**config.mk**
```make
export PLATFORM = sky130hd
export DESIGN_NAME = iobus_sseg_scan_ctrl
export DESIGN_NICKNAME = d
export VERILOG_FILES = /design/src/rtl/iobus_sseg_scan_ctrl.sv
export SDC_FILE = /design/constraint.sdc
export NUM_CORES = 1
export LEC_CHECK = 0
export CAP_MARGIN = 40
export CORE_ASPECT_RATIO = 1.25
export CORE_UTILIZATION = 43
export CTS_CLUSTER_SIZE = 40
export DETAILED_ROUTE_END_ITERATION = 12
export PLACE_DENSITY = 0.92
export SETUP_SLACK_MARGIN = 0.02
export SYNTH_ARGS = -nofsm -noshare
export SYNTH_HDL_FRONTEND = slang
export SYNTH_SLANG_ARGS = --single-unit
```
**constraint.sdc**
```tcl
create_clock -name clk -period 2.8 [get_ports clk]
set_input_delay 0.42 -clock clk [delete_from_list [all_inputs] [get_ports clk]]
set_output_delay 0.42 -clock clk [all_outputs]
set_load 0.02 [all_outputs]
```
**src/rtl/iobus_sseg_scan_ctrl.sv**
```systemverilog
// OTTER I/O-bus seven-segment scan controller: firmware writes a 16-bit hex value
// and a control word; the block multiplexes the four Basys3 digits in hardware.
module iobus_sseg_scan_ctrl #(
   parameter logic [31:0] VALUE_ADDR  = 32'h1100C010,
   parameter logic [31:0] CTRL_ADDR   = 32'h1100C014,
   parameter int unsigned REFRESH_DIV = 50000
) (
   input  logic        clk,
   input  logic        rst,
   input  logic [31:0] iobus_addr,
   input  logic [31:0] iobus_out,
   input  logic        iobus_wr,
   output logic [31:0] rd_data,
   output logic        rd_hit,
   output logic [7:0]  seg,
   output logic [3:0]  an
);

   localparam int CNT_W = (REFRESH_DIV > 2) ? $clog2(REFRESH_DIV) : 1;
   localparam logic [CNT_W-1:0] CNT_LAST = CNT_W'(REFRESH_DIV - 1);

   logic [15:0]      r_value;
   logic             r_en;
   logic             r_lzb;
   logic [3:0]       r_dp;
   logic [CNT_W-1:0] cnt;
   logic [1:0]       idx;

   logic             value_hit;
   logic             ctrl_hit;
   logic             cnt_last;
   logic [3:0]       cur_nib;
   logic [3:0]       lz_blank;
   logic [3:0]       an_nxt;
   logic [7:0]       seg_nxt;
   logic             unused_bits;

   function automatic logic [6:0] seg_font(input logic [3:0] nib);
      logic [6:0] f;
      case (nib)
         4'h0: f = 7'h40;
         4'h1: f = 7'h79;
         4'h2: f = 7'h24;
         4'h3: f = 7'h30;
         4'h4: f = 7'h19;
         4'h5: f = 7'h12;
         4'h6: f = 7'h02;
         4'h7: f = 7'h78;
         4'h8: f = 7'h00;
         4'h9: f = 7'h10;
         4'hA: f = 7'h08;
         4'hB: f = 7'h03;
         4'hC: f = 7'h46;
         4'hD: f = 7'h21;
         4'hE: f = 7'h06;
         default: f = 7'h0E;
      endcase
      return f;
   endfunction

   assign value_hit = (iobus_addr == VALUE_ADDR);
   assign ctrl_hit  = (iobus_addr == CTRL_ADDR);
   assign cnt_last  = (cnt == CNT_LAST);

   // Reserved bus bits are intentionally dropped.
   assign unused_bits = ^{iobus_out[31:16], iobus_out[3:2]};

   always_comb begin
      cur_nib = r_value[3:0];
      case (idx)
         2'd0: cur_nib = r_value[3:0];
         2'd1: cur_nib = r_value[7:4];
         2'd2: cur_nib = r_value[11:8];
         default: cur_nib = r_value[15:12];
      endcase
   end

   // A digit is a leading zero only if it and every digit to its left are zero.
   always_comb begin
      lz_blank    = 4'b0000;
      lz_blank[3] = r_lzb && (r_value[15:12] == 4'h0);
      lz_blank[2] = lz_blank[3] && (r_value[11:8] == 4'h0);
      lz_blank[1] = lz_blank[2] && (r_value[7:4] == 4'h0);
      lz_blank[0] = 1'b0;
   end

   // The terminal count cycle is forced dark so the outgoing digit never
   // bleeds into the incoming anode.
   always_comb begin
      an_nxt  = 4'hF;
      seg_nxt = 8'hFF;
      if (r_en && !cnt_last && !lz_blank[idx]) begin
         an_nxt  = ~(4'b0001 << idx);
         seg_nxt = {~r_dp[idx], seg_font(cur_nib)};
      end
   end

   always_comb begin
      rd_data = 32'h0;
      rd_hit  = 1'b0;
      if (value_hit) begin
         rd_data = {16'h0, r_value};
         rd_hit  = 1'b1;
      end else if (ctrl_hit) begin
         rd_data = {22'h0, idx, r_dp, 2'b00, r_lzb, r_en};
         rd_hit  = 1'b1;
      end
   end

   always_ff @(posedge clk) begin
      if (rst) begin
         r_value <= 16'h0;
         r_en    <= 1'b1;
         r_lzb   <= 1'b0;
         r_dp    <= 4'h0;
         cnt     <= '0;
         idx     <= 2'd0;
         an      <= 4'hF;
         seg     <= 8'hFF;
      end else begin
         if (iobus_wr && value_hit) begin
            r_value <= iobus_out[15:0];
         end
         if (iobus_wr && ctrl_hit) begin
            r_en  <= iobus_out[0];
            r_lzb <= iobus_out[1];
            r_dp  <= iobus_out[7:4];
         end
         if (!r_en) begin
            cnt <= '0;
            idx <= 2'd0;
         end else if (cnt_last) begin
            cnt <= '0;
            idx <= idx + 2'd1;
         end else begin
            cnt <= cnt + CNT_W'(1);
         end
         an  <= an_nxt;
         seg <= seg_nxt;
      end
   end

endmodule
```
==> key figures, run 1 <==
Logic synthesis
  – Async SR Flop Fraction: 0%
  – Post-synthesis mux area share: 14.0%
  – Synth top area share: 38.9%
  – Post-synth top cells: dfxtp_1, nor2_1, mux2i_1, nand2_1, buf_4
  – #FFs+latches synth: 52
  – Main combinational cell family by area after synthesis: simple AND/OR/NAND/NOR gates
  – Number of library cell types mapped by synthesis: 40
  – Post-Synth Adder-Cell Area: 5.15%
  – Avg Inst Size Synth: 9.03 um2
  – Post-synth EDFFs: 0
  – Synth Area in Simple Gates: 22.7%
  – YS warnings: 0
  – Sequential-to-total area share from yosys stat: 38.9%
  – Synth Cell Area: 2670 um2
  – Dominant cell type by area after synthesis: dfxtp_1
  – Post-synthesis compound-gate area fraction: 6.18%
  – Xor and xnor fraction of the mapped netlist area: 4.91%
  – Top FF cell, synth: dfxtp_1
  – Post-synthesis cell count: 296
  – Area contributors post-synth: dfxtp_1, mux2i_1, nor2_1

Timing
  – Setup Viol. Count Final: 0
  – Post-Route Skew: 6.67 ps
  – Post-route clock period utilization: 95.4%
  – Slew Limit Fails: 0
  – Worst slew pin tran: 745 ps
  – Fmax achieved: 0.375 GHz
  – Fin. Hold Viols: 0
  – Setup TNS: 0 ps
  – Relative slew slack: 48.9%
  – Unrepaired setup endpoints after global routing: no
  – Minimum clock period: 2670 ps

Layout
  – P&R area growth vs syn: 33.0%
  – NumNets Final: 460
  – Fin util: 60.3%
  – Cell area after layout: 3560 um2
  – Layout cells sized above 1: 11.5%
  – Fillers: 513
  – Final non-filler cell total: 465
  – ANT cells: 0

Floorplanning
  – IO Pins: 112
  – Area of the core: 5900 um2
  – Die area: 6540 um2
  – Initial core utilization: 45.4%
  – Row cnt: 31
  – Vert. Die Dim: 90.2 um
  – Chip Width: 72.5 um

Critical path
  – CP max stage delay: 430 ps
  – Setup CP Type: primary input to output pin
  – CP required: 2380 ps
  – Crit path depth: 7
  – Crit-path cells: clkdlybuf4s50_1, nor4b_2, nand4_1, or2_2, buf_4, inv_1, dlygate4sd2_1
  – Slowest-stage cell, CP: clkdlybuf4s50_1
  – WP data arrival: 2250 ps
  – Max FO, Critical Path: 12
  – Worst setup SP type: primary input
  – FF-to-FF path depth: 11
  – Buf/Inv on CP: 4
  – Kind of end point of the critical path: output pin
  – Crit path max-delay family: buffers and inverters

Clock network
  – Post-CTS sizing: 22
  – Post-CTS Hold Buffers: 0
  – Clock buffer count from CTS: 5
  – CTS tree: yes
  – Root buffer cell: clkbuf_8
  – # clock sinks: 52
  – Clk Latency, worst-skew pair: 300 ps
  – Post-CTS Setup Inserts: 0
  – Clock slew at reported path FFs: 80 ps
  – Htree depth: 2
  – Clk buf depth: 2

Power
  – P_leak: 1.38 nW
  – IR drop worst, VDD: 264 uV
  – PwrDens: 374 nW/um2

Global route
  – First-pass GRT wire length: 10200 um
  – Overall routing resource usage: 19.9%
  – GR Overflow Total: 0
  – Initial antenna violation count: 0
  – Largest net degree at the start of global routing: 23
  – Vias in the first global route: 2162

Place
  – GPL Wtd Cong: 0.831
  – Placed Instances: 457
  – Post-DP Area: 3540 um2
  – Buffers on Ports: 79
  – Post-DP HPWL: 4860 um

Route
  – Drt drc: 0
  – DRT Pass-1 Iters: 4
  – Via density: 5.00
  – Via count: 2327
  – WL per Instance: 13.5 um
  – Iter 0 DRT Violations: 124
  – DRT Wirelength: 6280 um
  – Final ANT Viol Nets: 0

Hold path
  – HP Class: flip-flop to flip-flop
  – Hold path cells: 1

Status
  – Outcome: completed

Flow run
  – Max Cap Viol: 0
cell type report:
| type | count | area [um2] | share of cell area, % |
|---|---|---|---|
| clock inverters | 2 | 10.0 | 0.281 |
| multi-input cells | 220 | 1480 | 41.5 |
| repair buffers | 91 | 800 | 22.5 |
| flip-flops and latches | 52 | 1040 | 29.3 |
| inverters | 12 | 45.0 | 1.27 |
| well taps | 82 | 103 | 2.89 |
| clock buffers | 6 | 82.6 | 2.32 |
logic make-up (layout without fill, tap and decap cells):
| family | count (synthesis) | count (layout) |
|---|---|---|
| fa+ha+maj | 11 | 11 |
| other cells | 1 | 16 |
| compound gates | 23 | 23 |
| buf+inv | 39 | 111 |
| simple gates | 119 | 119 |
| xor+xnor | 15 | 15 |
| flops | 52 | 52 |
| mux | 36 | 36 |
layer usage:
| layer | track usage (%) | vias up | share of wire [%] |
|---|---|---|---|
| li1 | - | 1155 | - |
| met5 | 0 | - | 0 |
| met1 | 23.2 | 1082 | 40 |
| met4 | 7.19 | 0 | 2.1 |
| met2 | 35.4 | 76 | 53 |
| met3 | 3.59 | 14 | 4.9 |
power by group:
| part | total (mW) | switching [mW] | internal, mW |
|---|---|---|---|
| clock | 0.428 | 0.230 | 0.197 |
| combinational | 0.149 | 0.0637 | 0.0851 |
| sequential | 0.753 | 0.00460 | 0.748 |
| total | 1.33 | 0.299 | 1.03 |
layout by cell type (no fill, tap or decap), types with 2 or more instances in the layout:
| master | netlist | routed |
|---|---|---|
| o211ai_1 | 2 | 2 |
| o21ai_0 | 5 | 5 |
| a222oi_1 | 3 | 3 |
| nand3_1 | 6 | 6 |
| and3_1 | 6 | 6 |
| and2_1 | 5 | 5 |
| nand4_1 | 5 | 5 |
| clkdlybuf4s50_1 | 0 | 62 |
| a21oi_1 | 3 | 3 |
| mux2i_1 | 34 | 34 |
| clkbuf_8 | 0 | 6 |
| nand2b_1 | 4 | 4 |
| nor2_1 | 52 | 52 |
| nor4b_1 | 2 | 2 |
| nor4b_2 | 2 | 2 |
| conb_1 | 1 | 16 |
| xnor2_1 | 9 | 9 |
| xor2_1 | 6 | 6 |
| a21o_1 | 2 | 2 |
| nand2_1 | 18 | 18 |
| dfxtp_1 | 52 | 52 |
| ha_1 | 11 | 11 |
| clkbuf_2 | 0 | 16 |
| nor3_1 | 6 | 6 |
| o221ai_1 | 3 | 3 |
| nor4bb_1 | 2 | 2 |
| nor4_1 | 6 | 6 |
| inv_1 | 12 | 12 |
| clkinv_2 | 0 | 2 |
| buf_4 | 16 | 12 |
per-stage QoR:
stage                     setup slack (ps)  hold WS [ps]  total power [mW]
after floorplan                        459           426             0.843
after global placement                -210           444             0.915
after detailed placement              -267           456             0.918
after CTS                             24.7           475              1.34
after global routing                  32.3           512              1.38
final                                  130           468              1.33
registers in the layout (all words and copies together), names as in the netlist:
| signal | count |
|---|---|
| r_dp | 4 |
| r_value | 16 |
| an | 4 |
| seg | 8 |
| cnt | 16 |
| r_en | 1 |
| idx | 2 |
| r_lzb | 1 |
path summary, 6_finish.rpt:
kind	slack (ps)	endpoint	from
setup / recovery	130	rd_hit	iobus_addr[25]
hold / removal	470	cnt[0]	cnt[0]
setup reg to reg	510	seg[3]	idx[0]
hold reg to reg	470	cnt[0]	cnt[0]
Power figures use the tool's default switching activity.
==> run 2: changes to the inputs <==
--- a/config.mk
+++ b/config.mk
@@ -5,9 +5,10 @@
 export SDC_FILE = /design/constraint.sdc
 export NUM_CORES = 1
 export LEC_CHECK = 0
+export ABC_AREA = 1
 export CAP_MARGIN = 40
 export CORE_ASPECT_RATIO = 1.25
-export CORE_UTILIZATION = 43
+export CORE_UTILIZATION = 46
 export CTS_CLUSTER_SIZE = 40
 export DETAILED_ROUTE_END_ITERATION = 12
 export PLACE_DENSITY = 0.92
==> key figures, run 2 <==
Timing
  – Min Hold Slack: 463 ps (-5.21 ps)
  – Slew Limit Fails: 0 (unchanged)
  – Worst slew pin tran: 603 ps (-142 ps)
  – Fin. Hold Viols: 0 (unchanged)
  – Relative slew slack: 59.8% (+11 points)
  – Post-route clock period utilization: 93.6% (-1.8 points)
  – Unrepaired setup endpoints after global routing: no
  – Setup Viol. Count Final: 0 (unchanged)
  – Post-Route Skew: 6.66 ps (-0.00921 ps)
  – Fmax achieved: 0.382 GHz (+1.9%)
  – Minimum clock period: 2620 ps (-50.2 ps)

Logic synthesis
  – #FFs+latches synth: 52 (unchanged)
  – Number of library cell types mapped by synthesis: 31 (-23%)
  – Async SR Flop Fraction: 0% (unchanged)
  – YS warnings: 0 (unchanged)
  – Top FF cell, synth: dfxtp_1
  – Synth top area share: 31.8% (-7.1 points)
  – Post-synthesis cell count: 504 (+70%)
  – Avg Inst Size Synth: 6.49 um2 (-28%)
  – Dominant cell type by area after synthesis: dfxtp_1
  – Area contributors post-synth: dfxtp_1, nand2_1, nor2_1
  – Synth Cell Area: 3270 um2 (+22%)
  – Most numerous cell in the Yosys netlist: nand2_1
  – Post-synth top cells: nand2_1, nor2_1, inv_1, dfxtp_1, nand3_1
  – Post-synth EDFFs: 0 (unchanged)
  – Sequential-to-total area share from yosys stat: 31.8% (-7.1 points)

Route
  – Final ANT Viol Nets: 0 (unchanged)
  – DRT Wirelength: 8060 um (+28%)
  – Drt drc: 0 (unchanged)
  – Via count: 3415 (+47%)
  – DRT Pass-1 Iters: 6 (+2)
  – WL per Instance: 12.0 um (-11%)
  – Iter 0 DRT Violations: 181 (+46%)
  – Via density: 5.07 (+1.2%)

Clock network
  – Post-CTS Hold Buffers: 0 (unchanged)
  – Clock buffer count from CTS: 5 (unchanged)
  – CTS tree: yes
  – Clk Latency, worst-skew pair: 310 ps (about the same)
  – # clock sinks: 52 (unchanged)
  – Clock slew at reported path FFs: 90 ps (about the same)
  – Clk buf depth: 2 (unchanged)
  – Htree depth: 2 (unchanged)
  – Root buffer cell: clkbuf_8
  – Post-CTS sizing: 16 (-27%)
  – Post-CTS Setup Inserts: 0 (unchanged)

Floorplanning
  – Initial core utilization: 47.2% (+1.8 points)
  – Chip Width: 77.4 um (+6.8%)
  – Row cnt: 34 (+9.7%)
  – IO Pins: 112 (unchanged)
  – Die area: 7460 um2 (+14%)
  – Area of the core: 6930 um2 (+18%)
  – Vert. Die Dim: 96.3 um (+6.8%)

Global route
  – GR Overflow Total: 0 (unchanged)
  – First-pass GRT wire length: 13700 um (+34%)
  – Largest net degree at the start of global routing: 45 (+96%)
  – Vias in the first global route: 3293 (+52%)
  – Overall routing resource usage: 22.7% (+2.8 points)
  – Initial antenna violation count: 0 (unchanged)

Flow run
  – Max Cap Viol: 0 (unchanged)

Critical path
  – WP data arrival: 2200 ps (-50 ps)
  – Worst setup startpoint: iobus_addr[4]
  – Worst setup SP type: primary input
  – Max FO, Critical Path: 8 (-4)
  – RR Startpoint: idx[0]
  – End of the worst register-to-register path: seg[0]
  – Setup CP Type: primary input to output pin
  – FF-to-FF path depth: 10 (-1)
  – CP required: 2380 ps (about the same)
  – Kind of end point of the critical path: output pin
  – R2r setup slk: 370 ps (-140 ps)

Place
  – Post-DP Area: 4070 um2 (+15%)
  – Post-DP HPWL: 6370 um (+31%)
  – Buffers on Ports: 79 (unchanged)
  – GPL Wtd Cong: 0.890 (+7.0%)

Layout
  – Commonest non-fill, non-tap cell in the layout: nand2_1
  – Cell area after layout: 4160 um2 (+17%)
  – Layout cells sized above 1: 6.68% (-4.8 points)
  – Regs by FF count: cnt (16), r_value (16), seg (8)
  – Fillers: 668 (+30%)
  – Register area: 1040 um2 (unchanged)
  – Multi-input combinational cell area: 1810 um2 (+23%)
  – NumNets Final: 661 (+44%)
  – Commonest non-fill, non-tap cells in the layout: nand2_1, nor2_1, inv_1
  – P&R area growth vs syn: 27.3%
  – Fin util: 60.1% (-0.26 points)
  – ANT cells: 0 (unchanged)

Power
  – IR drop worst, VDD: 226 uV (-15%)
  – P_leak: 1.77 nW (+28%)
  – PwrDens: 347 nW/um2 (-7.3%)

Hold path
  – Hold path cells: 1 (unchanged)
  – Hold path start: cnt[0]
  – HP Class: flip-flop to flip-flop
  – WHS Endpoint: cnt[0]

Status
  – Outcome: completed
[run 2: cell count changes after synthesis, sizes merged, moves of 12 or more]
cell,delta
buf,+13
inv,+55
nand2,+88
a21oi,+29
nand3,+49
mux2i,-34
o21ai,+17
nand4,+12
nor2,+41
[run 2: worst max-delay path by stage]
stage,to,slack (ps),cells after the start
3_3_place_gp,rd_data[9],-20,8
3_5_place_dp,rd_data[9],-70,9
5_1_grt,rd_data[9],30,9
4_1_cts,rd_hit,60,9
2_1_floorplan,rd_data[0],840,5
6_report,rd_data[9],180,9
[run 2: area by class of cell]
class	count	area share, %
Timing Repair Buffer	88	20.2
Clock inverter	2	0.841
Clock buffer	6	1.74
Sequential cell	52	25.0
Inverter	67	6.04
Tap cell	90	2.70
Multi-Input combinational cell	369	43.4
[run 2: worst max-delay path, cell delays in order]
cell             delay (ps)
clkdlybuf4s50_1         450
inv_1                    40
nor2_1                  130
nand4_1                 160
nor2_4                  180
buf_4                   180
nand4_1                 110
o21ai_0                 170
clkdlybuf4s15_1         360
[run 2: layer usage]
metal | track usage [%] | vias to the layer above | wire length (um)
li1 | - | 1728 | -
met1 | 23.7 | 1538 | 3250
met2 | 42.7 | 124 | 4150
met3 | 4.17 | 25 | 407
met4 | 13.2 | 0 | 250
met5 | 0 | - | 0
[run 2: cell families after synthesis]
family / count (synthesis) / synth area share [%]
and+or+nand+nor: 284 / 39.7
xor gates and xnor gates: 2 / 0.535
adders and majority gates: 11 / 4.21
buffers and inverters: 98 / 14.6
DFF: 52 / 31.8
other: 1 / 0.115
AOI/OAI and AO/OA: 56 / 8.99
[run 2: stage by stage]
| step | power, mW | worst slack [ps] | setup TNS [ps] | cells |
|---|---|---|---|---|
| 2_1_floorplan | 0.869 | 841 | 0 | 519 |
| 3_3_place_gp | 0.942 | -21.7 | -42.6 | 666 |
| 3_5_place_dp | 0.948 | -70.9 | -212 | 666 |
| 4_1_cts | 1.45 | 56.8 | 0 | 674 |
| 5_1_grt | 1.50 | 32.6 | 0 | 674 |
| 6_report | 1.44 | 180 | 0 | 674 |
[run 2: power breakdown]
group | switching (mW) | internal [mW] | leakage (nW) | total (mW)
Clock | 0.247 | 0.266 | 0.0552 | 0.512
Sequential | 0.00374 | 0.748 | 0.422 | 0.752
Combinational | 0.0884 | 0.0904 | 1.29 | 0.179
==> run 3: changes to the inputs <==
--- a/config.mk
+++ b/config.mk
@@ -8,10 +8,10 @@
 export ABC_AREA = 1
 export CAP_MARGIN = 40
 export CORE_ASPECT_RATIO = 1.25
-export CORE_UTILIZATION = 46
+export CORE_UTILIZATION = 40
 export CTS_CLUSTER_SIZE = 40
 export DETAILED_ROUTE_END_ITERATION = 12
-export PLACE_DENSITY = 0.92
+export PLACE_DENSITY = 0.83
 export SETUP_SLACK_MARGIN = 0.02
 export SYNTH_ARGS = -nofsm -noshare
 export SYNTH_HDL_FRONTEND = slang
==> key figures, run 3 (synthesis gave the netlist of run 2 again) <==
Power
  – Internal Power: 1.09 mW (-0.83%)
  – Comb power frac: 12.6% (+0.2 points)
  – Clk pwr share: 34.2% (-1.3 points)
  – P_leak: 1.76 nW (about the same)
  – Switching power: 0.317 mW (-6.5%)
  – Total power: 1.41 mW (-2.2%)
  – PwrDens: 339 nW/um2 (-2.1%)
  – IR drop worst, VDD: 211 uV (-6.7%)
  – Seq pwr share: 53.2% (+1.1 points)
  – Sw Share: 22.5% (-1.0 points)

Place
  – Post-DP HPWL: 6220 um (-2.4%)
  – Buffers on Ports: 79 (unchanged)
  – GPL Wtd Cong: 0.895 (+0.52%)
  – Post-DP Area: 4080 um2 (+0.15%)
  – Placed Instances: 671 (+0.75%)
  – Pre-CTS setup slack: -58.4 ps (+12.5 ps)

Timing
  – Minimum clock period: 2570 ps (-48.8 ps)
  – Fin. Hold Viols: 0 (unchanged)
  – Min Hold Slack: 451 ps (-11.8 ps)
  – Unrepaired setup endpoints after global routing: no
  – Post-Route Skew: 8.05 ps (+1.39 ps)
  – Fmax achieved: 0.389 GHz (+1.9%)
  – Slew Limit Fails: 0 (unchanged)
  – Setup Viol. Count Final: 0 (unchanged)
  – Final Worst Setup Slack: 229 ps (+48.8 ps)
  – Post-route clock period utilization: 91.8% (-1.7 points)
  – Setup TNS: 0 ps (unchanged)
  – Worst slew pin tran: 626 ps (+23.2 ps)
  – Relative slew slack: 58.2% (-1.6 points)

Global route
  – Largest net degree at the start of global routing: 45 (unchanged)
  – Overall routing resource usage: 18.2% (-4.5 points)
  – GR Overflow Total: 0 (unchanged)
  – Initial antenna violation count: 0 (unchanged)
  – Vias in the first global route: 3145 (-4.5%)
  – First-pass GRT wire length: 13000 um (-5.5%)

Clock network
  – Clock buffer count from CTS: 5 (unchanged)
  – CTS tree: yes
  – Htree depth: 2 (unchanged)
  – Post-CTS Hold Buffers: 0 (unchanged)
  – # clock sinks: 52 (unchanged)
  – Clk buf depth: 2 (unchanged)
  – Post-CTS Setup Inserts: 0 (unchanged)
  – Clock slew at reported path FFs: 90 ps (about the same)
  – Clk Latency, worst-skew pair: 300 ps (about the same)
  – Root buffer cell: clkbuf_8

Floorplanning
  – Die area: 8550 um2 (+15%)
  – Vert. Die Dim: 103 um (+7.1%)
  – Area of the core: 7880 um2 (+14%)
  – Initial core utilization: 41.5% (-5.7 points)
  – Row cnt: 36 (+5.9%)
  – IO Pins: 112 (unchanged)
  – Chip Width: 82.9 um (+7.1%)

Critical path
  – Setup CP Type: primary input to output pin
  – RR Startpoint: idx[0]
  – End of the worst register-to-register path: seg[0]
  – R2r setup slk: 340 ps (-30 ps)
  – Kind of end point of the critical path: output pin
  – WP data arrival: 2150 ps (-50 ps)
  – Worst setup SP type: primary input
  – Crit-path cells: clkdlybuf4s50_1, inv_1, nor2_1, nand4_1, nor2_4, nand3_4, o21ai_0, dlygate4sd2_1
  – Max FO, Critical Path: 6 (-2)
  – Slowest-stage cell, CP: clkdlybuf4s50_1
  – CP required: 2380 ps (about the same)
  – CP max stage delay: 450 ps (about the same)
  – FF-to-FF path depth: 10 (unchanged)

Route
  – DRT Pass-1 Iters: 5 (-1)
  – Final ANT Viol Nets: 0 (unchanged)
  – Via density: 5.03 (-0.79%)
  – WL per Instance: 11.6 um (-3.1%)
  – DRT Wirelength: 7850 um (-2.7%)
  – Via count: 3403 (-0.35%)
  – Iter 0 DRT Violations: 134 (-26%)
  – Drt drc: 0 (unchanged)

Layout
  – Cell area after layout: 4160 um2 (about the same)
  – Regs by FF count: cnt (16), r_value (16), seg (8)
  – Layout cells sized above 1: 6.53% (-0.15 points)
  – Final non-filler cell total: 677 (+0.45%)
  – ANT cells: 0 (unchanged)
  – Commonest non-fill, non-tap cells in the layout: nand2_1, nor2_1, inv_1
  – P&R area growth vs syn: 27.2% (about the same)
  – Fin util: 52.8% (-7.3 points)
  – Fillers: 764 (+14%)
  – NumNets Final: 661 (unchanged)
  – Commonest non-fill, non-tap cell in the layout: nand2_1

Hold path
  – Hold path cells: 1 (unchanged)
  – Hold path start: cnt[0]
  – HP Class: flip-flop to flip-flop
  – WHS Endpoint: cnt[0]

Flow run
  – Max Cap Viol: 0 (unchanged)

Status
  – Outcome: completed
## run 3: cell count changes in the layout (fill, tap and decap cells not counted)
| cell | before | now |
|---|---|---|
| clkbuf_1 | 1 | 0 |
| clkdlybuf4s15_1 | 1 | 0 |
| clkinv_2 | 1 | 0 |
| dlygate4sd2_1 | 15 | 16 |
## run 3: power groups by stage
stage / registers [mW] / clock network, mW / logic [mW]
2_1_floorplan: 0.776 / 0 / 0.0934
3_3_place_gp: 0.769 / 0 / 0.173
3_5_place_dp: 0.769 / 0 / 0.177
4_1_cts: 0.752 / 0.495 / 0.178
5_1_grt: 0.753 / 0.519 / 0.195
6_report: 0.752 / 0.483 / 0.178
## run 3: final cells by class
| type | instances | area [um2] | area share [%] |
|---|---|---|---|
| Tap cell | 95 | 119 | 2.86 |
| Inverter | 67 | 251 | 6.05 |
| Timing Repair Buffer | 88 | 841 | 20.2 |
| Clock inverter | 1 | 30.0 | 0.722 |
| Multi-Input combinational cell | 369 | 1810 | 43.5 |
| Sequential cell | 52 | 1040 | 25.0 |
| Clock buffer | 5 | 68.8 | 1.65 |
## run 3: worst max path at each step
stage,start,endpoint,slack (ps)
2_1_floorplan,iobus_addr[7],rd_data[0],840
3_3_place_gp,iobus_addr[4],rd_data[9],-20
3_5_place_dp,iobus_addr[4],rd_data[9],-60
4_1_cts,iobus_addr[4],rd_hit,60
5_1_grt,idx[0],seg[0],90
6_report,iobus_addr[4],rd_data[8],230
## run 3: layer usage
layer / track usage (%) / vias to the layer above / part of all wire, %
li1: - / 1726 / -
met1: 20.2 / 1529 / 41
met2: 34.7 / 126 / 51
met3: 2.88 / 22 / 5.4
met4: 7.43 / 0 / 2.8
met5: 0 / - / 0
## run 3: timing repair
item | 4_1_cts | 5_1_grt
cloned | 0 | 0
gates resized for setup | 16 | 1
hold endpoints to repair | 0 | 0
pin swaps | 0 | 0
endpoints found under the setup margin | 16 | 1
## run 3: critical path: cells and delay by family
family	cells	cell delay [ps]
compound gates	1	290
simple gates	4	570
buf+inv	3	870
